## src/rtl/imm_extend_pipe.sv

```systemverilog
// Decode-to-execute immediate/target extension stage with a 2-entry skid buffer.
// Results are extended at capture and presented from the main register; stalls are counted.
module imm_extend_pipe #(
    parameter int XLEN    = 32,
    parameter int OPW     = 5,
    parameter int IMM_W   = 17,
    parameter int TGT_W   = 27,
    parameter int TGT_OP0 = 1,
    parameter int TGT_OP1 = 21,
    parameter int TGT_OP2 = 22,
    parameter int CNT_W   = 16
) (
    input  logic             clock,
    input  logic             reset_n,
    input  logic             flush,
    input  logic             in_valid,
    output logic             in_ready,
    input  logic [XLEN-1:0]  in_ir,
    input  logic             in_zext,
    output logic             out_valid,
    input  logic             out_ready,
    output logic [XLEN-1:0]  out_ir,
    output logic [XLEN-1:0]  out_imm,
    output logic             out_is_tgt,
    output logic [CNT_W-1:0] stall_cnt
);

    typedef struct packed {
        logic [XLEN-1:0] ir;
        logic [XLEN-1:0] imm;
        logic            tgt;
    } entry_t;

    logic [OPW-1:0]  w_op;
    logic            w_is_tgt;
    logic [XLEN-1:0] w_tgt_ext, w_imm_sext, w_imm_zext;
    entry_t          w_new;
    logic            w_accept, w_drain;

    entry_t          r_main, r_skid;
    logic            r_main_vld, r_skid_vld;
    logic [CNT_W-1:0] r_stall;

    assign w_op     = in_ir[XLEN-1 -: OPW];
    assign w_is_tgt = (w_op == OPW'(TGT_OP0)) || (w_op == OPW'(TGT_OP1)) ||
                      (w_op == OPW'(TGT_OP2));

    // Fields as wide as the datapath are passed through unextended.
    generate
        if (TGT_W >= XLEN) begin : g_tgt_full
            assign w_tgt_ext = in_ir[XLEN-1:0];
        end else begin : g_tgt_ext
            assign w_tgt_ext = {{(XLEN-TGT_W){in_ir[TGT_W-1]}}, in_ir[TGT_W-1:0]};
        end
        if (IMM_W >= XLEN) begin : g_imm_full
            assign w_imm_sext = in_ir[XLEN-1:0];
            assign w_imm_zext = in_ir[XLEN-1:0];
        end else begin : g_imm_ext
            assign w_imm_sext = {{(XLEN-IMM_W){in_ir[IMM_W-1]}}, in_ir[IMM_W-1:0]};
            assign w_imm_zext = {{(XLEN-IMM_W){1'b0}}, in_ir[IMM_W-1:0]};
        end
    endgenerate

    assign w_new.ir  = in_ir;
    assign w_new.imm = w_is_tgt ? w_tgt_ext : (in_zext ? w_imm_zext : w_imm_sext);
    assign w_new.tgt = w_is_tgt;

    assign in_ready = !r_skid_vld;
    assign w_accept = in_valid && !r_skid_vld;
    assign w_drain  = r_main_vld && out_ready;

    always_ff @(posedge clock or negedge reset_n) begin
        if (!reset_n) begin
            r_main     <= '0;
            r_skid     <= '0;
            r_main_vld <= 1'b0;
            r_skid_vld <= 1'b0;
        end else if (flush) begin
            r_main_vld <= 1'b0;
            r_skid_vld <= 1'b0;
        end else if (w_drain) begin
            // A full skid blocks accept, so refill from skid takes priority.
            if (r_skid_vld) begin
                r_main     <= r_skid;
                r_skid_vld <= 1'b0;
            end else if (w_accept) begin
                r_main     <= w_new;
            end else begin
                r_main_vld <= 1'b0;
            end
        end else if (w_accept) begin
            if (!r_main_vld) begin
                r_main     <= w_new;
                r_main_vld <= 1'b1;
            end else begin
                r_skid     <= w_new;
                r_skid_vld <= 1'b1;
            end
        end
    end

    always_ff @(posedge clock or negedge reset_n) begin
        if (!reset_n)
            r_stall <= '0;
        else if (r_main_vld && !out_ready && !flush && (r_stall != {CNT_W{1'b1}}))
            r_stall <= r_stall + 1'b1;
    end

    assign out_valid  = r_main_vld;
    assign out_ir     = r_main.ir;
    assign out_imm    = r_main.imm;
    assign out_is_tgt = r_main.tgt;
    assign stall_cnt  = r_stall;

endmodule
```

## config.mk

```make
export PLATFORM = sky130hd
export DESIGN_NAME = imm_extend_pipe
export DESIGN_NICKNAME = d
export VERILOG_FILES = /design/src/rtl/imm_extend_pipe.sv
export SDC_FILE = /design/constraint.sdc
export NUM_CORES = 1
export LEC_CHECK = 0
export CAP_MARGIN = 20
export CORE_ASPECT_RATIO = 0.7
export CORE_MARGIN = 2
export CORE_UTILIZATION = 38
export DETAILED_ROUTE_END_ITERATION = 8
export DONT_BUFFER_PORTS = 1
export GPL_TIMING_DRIVEN = 0
export MAX_ROUTING_LAYER = met4
export PLACE_DENSITY = 0.6
export RECOVER_POWER = 50
export SLEW_MARGIN = 20
export SYNTH_ARGS = -nofsm -noshare
export SYNTH_HDL_FRONTEND = slang
export SYNTH_SLANG_ARGS = --single-unit
export TNS_END_PERCENT = 1
```

## constraint.sdc

```tcl
create_clock -name clock -period 3.9 [get_ports clock]
set_input_delay 0.39 -clock clock [delete_from_list [all_inputs] [get_ports clock]]
set_output_delay 0.39 -clock clock [all_outputs]
set_load 0.01 [all_outputs]
```

==> impl_results.md <==
- Routed wire length: 11860 um
- Syn avg cell area: 9.937 um^2
- Yosys cell types: 42
- Worst-skew pair later-pin latency: 0.35 ns
- Antenna-violating nets left: 0
- GRT overflow: 0
- Synth async-reset ratio: 100.0%
- DRC errors left: 0
- HP Class: input pin to flip-flop
- First-pass GRT wire length: 19330 um
- Fin nets: 533
- N_diodes: 0
- Cell Rows: 34
- Num CTS Buffers: 9
- Commonest cells after routing, fill and taps aside: nand2_1 (115), dfrtp_1 (104), nor2_1 (54)
- Net Sw Frac: 30.73%
- Post-CTS sizing: 0
- Synth Net Count: 521
- Proportion of layout cells with a drive suffix above 1: 14.23%
- Switching Power: 870.1 uW
- YS warnings: 0
- Slew margin rel.: -77.84%
- Hold Crit Start: flush
- CTS tree: built
- Final Cycle Share: 62.66%
- Commonest non-fill, non-tap cell in the layout: nand2_1
- Setup TNS: 0 ns
- Chip width: 138.2 um
- Clk slew on worst S/H paths: 0.07 ns
- Clock Skew: 0.006858 ns
- Met1 usage: 24.74%
- Sequential power share: 53.9%
- Die area: 13530 um^2
- Synth Flop Type: dfrtp_1
- Logic pwr share: 15.3%
- Top Usage Layer GRT: met2
- Fmax achieved: 409.2 MHz
- Starting density of the core: 38.69%
- Met3 usage: 5.346%
- Reg2reg start: out_valid$_DFFE_PN0P_
- Worst EP required: 3.78 ns
- Failing checks: capacitance limit, slew limit
- Post-CTS setup buffer count: 0
- Period minus WS final: 2.444 ns
- Clk sinks: 104
- Antenna violations before repair: 0
- Final Wtd Congestion: 0.8526
- Final Max Slew Viols: 105
- Largest net degree at the start of global routing: 105
- I/O pin count: 121
- GRT met2 Usage: 27.95%
- Global Route Usage Sum: 18.59%
- Internal power: 1.961 mW
- Crit-path slowest cell: clkbuf_2
- Family with the most delay on the worst path: buffers and inverters
- Worst setup EP type: asynchronous set/reset pin
- Area Growth Syn to Fin: 10.29%
- PortBufs: 0
- Status: complete, but fails checks
- Detailed Route Iter0 Violations: 154
- Worst VDD drop: 0.2522 mV
- Critical Path Start Type: input pin
- Cell area after synthesis: 4790 um^2
- Finish-stage setup viols: 0
- First drt pass iteration count: 4
- Avg WL per Cell: 17.94 um
- Syn Inst Count: 482
- Worst path buffer plus inverter count: 1
- Pleak: 2.581 nW
- Hpwl dp: 8361 um
- Sequential fraction of the synthesis area: 54.34%
- H-tree levels: 3
- Least-Margin Pin Slew: 2.668 ns
- Clock Path Buffers: 2
- Die H: 97.93 um
- Core area: 12380 um^2
- Final Hold Viols: 0
- RSZ-0062 raised after global routing: no
- Power density cells: 535.9 nW/um^2
- Crit path max fanout: 104
- CP Data Arrival Time: 2.32 ns
- Setup crit start: reset_n
- Max-cap violations: 1
- Vias: 3458
- Root buffer cell: clkbuf_16
- Vias per cell: 5.231
- Hold WS: 0.1091 ns
- EDFF count, synth: 0
- Vias in the first global route: 3546
- Clock share of power: 30.8%
- CP Class: input pin to asynchronous set/reset pin
- CP max stage delay: 1.82 ns
- Yosys reg bits: 104
- Cell Chain, Critical Path: clkbuf_2
[final cells by class]
cell class	instances	area (um^2)
tap	162	202.7
inverter	2	7.507
buffer	47	286.5
clock inverter	6	50.05
sequential	104	2603
fill	1186	7097
timing repair buffer	1	5.005
multi-input combinational	329	1889
clock buffer	10	239.0
[registers in the layout (all words and copies together), names as in the netlist]
signal and cells:
out_imm 10, out_ir 32, r_skid 43, out_is_tgt 1, stall_cnt 16, out_valid 1
r_skid_vld 1
[Yosys cell counts, types with 8 or more instances]
cell type	count	share of area, %
nand2_1	115	9.0
dfrtp_1	104	54
nor2_1	54	4.2
a21oi_1	36	3.8
mux2i_1	32	6.7
buf_4	25	3.9
buf_2	16	1.7
and2_1	12	1.6
xnor2_1	12	2.2
o22a_1	10	1.8
nand4_1	9	1.2
a221oi_1	8	1.5
[power by group through the flow]
stage	clock, mW	combinational, mW	sequential (mW)
2_1_floorplan	0	0.351	1.49
4_1_cts	0.895	0.444	1.53
5_1_grt	0.943	0.493	1.55
3_3_place_gp	0	0.396	1.53
3_5_place_dp	0	0.417	1.54
6_report	0.873	0.433	1.53
[cell families after synthesis]
family | share of synthesized area [%]
DFF | 54.34
and+or+nand+nor | 19.54
muxes | 7.158
AOI/OAI and AO/OA | 10.11
adders and majority gates | 0.2612
xor gates and xnor gates | 2.377
buffers and inverters | 6.217
[path summary, 6_finish.rpt]
check | end | slack [ns] | depth (start not counted)
setup / recovery | stall_cnt[5]$_DFFE_PN0P_ | 1.46 | 1
hold / removal | out_valid$_DFFE_PN0P_ | 0.11 | 1
setup reg to reg | r_skid[53]$_DFFE_PN0P_ | 1.71 | 6
hold reg to reg | r_skid[57]$_DFFE_PN0P_ | 0.47 | 2
max in group clock | r_skid[53]$_DFFE_PN0P_ | 1.71 | 6
min in group asynchronous | out_imm[19]$_DFFE_PN0P_ | 0.85 | 1
[routing by layer]
| metal | routed length, um | share of wire, % |
|---|---|---|
| met3 | 688 | 5.8 |
| met1 | 5598 | 47 |
| met2 | 5388 | 45 |
| met4 | 184 | 1.6 |
| met5 | 0 | 0 |
[metrics by stage]
| stage | std cells | cell area, um^2 | power (mW) | util, % | worst slack [ns] |
|---|---|---|---|---|---|
| detailed placement | 644 | 4992 | 1.962 | 40.33 | 1.873 |
| floorplan | 482 | 4790 | 1.842 | - | 2.274 |
| CTS | 661 | 5309 | 2.865 | 42.88 | 1.853 |
| global placement | 644 | 4992 | 1.929 | 40.33 | 1.956 |
| global route | 661 | 5283 | 2.990 | 42.67 | 0.9892 |
| finish | 661 | 5283 | 2.831 | 42.67 | 1.456 |
[repair_timing]
| item | CTS | global route |
|---|---|---|
| hold buffers | 1 | 0 |
| setup endpoints to repair | 0 | 0 |
| endpoints found under the hold margin | 104 | 0 |
(Power assumes the default switching activity.)
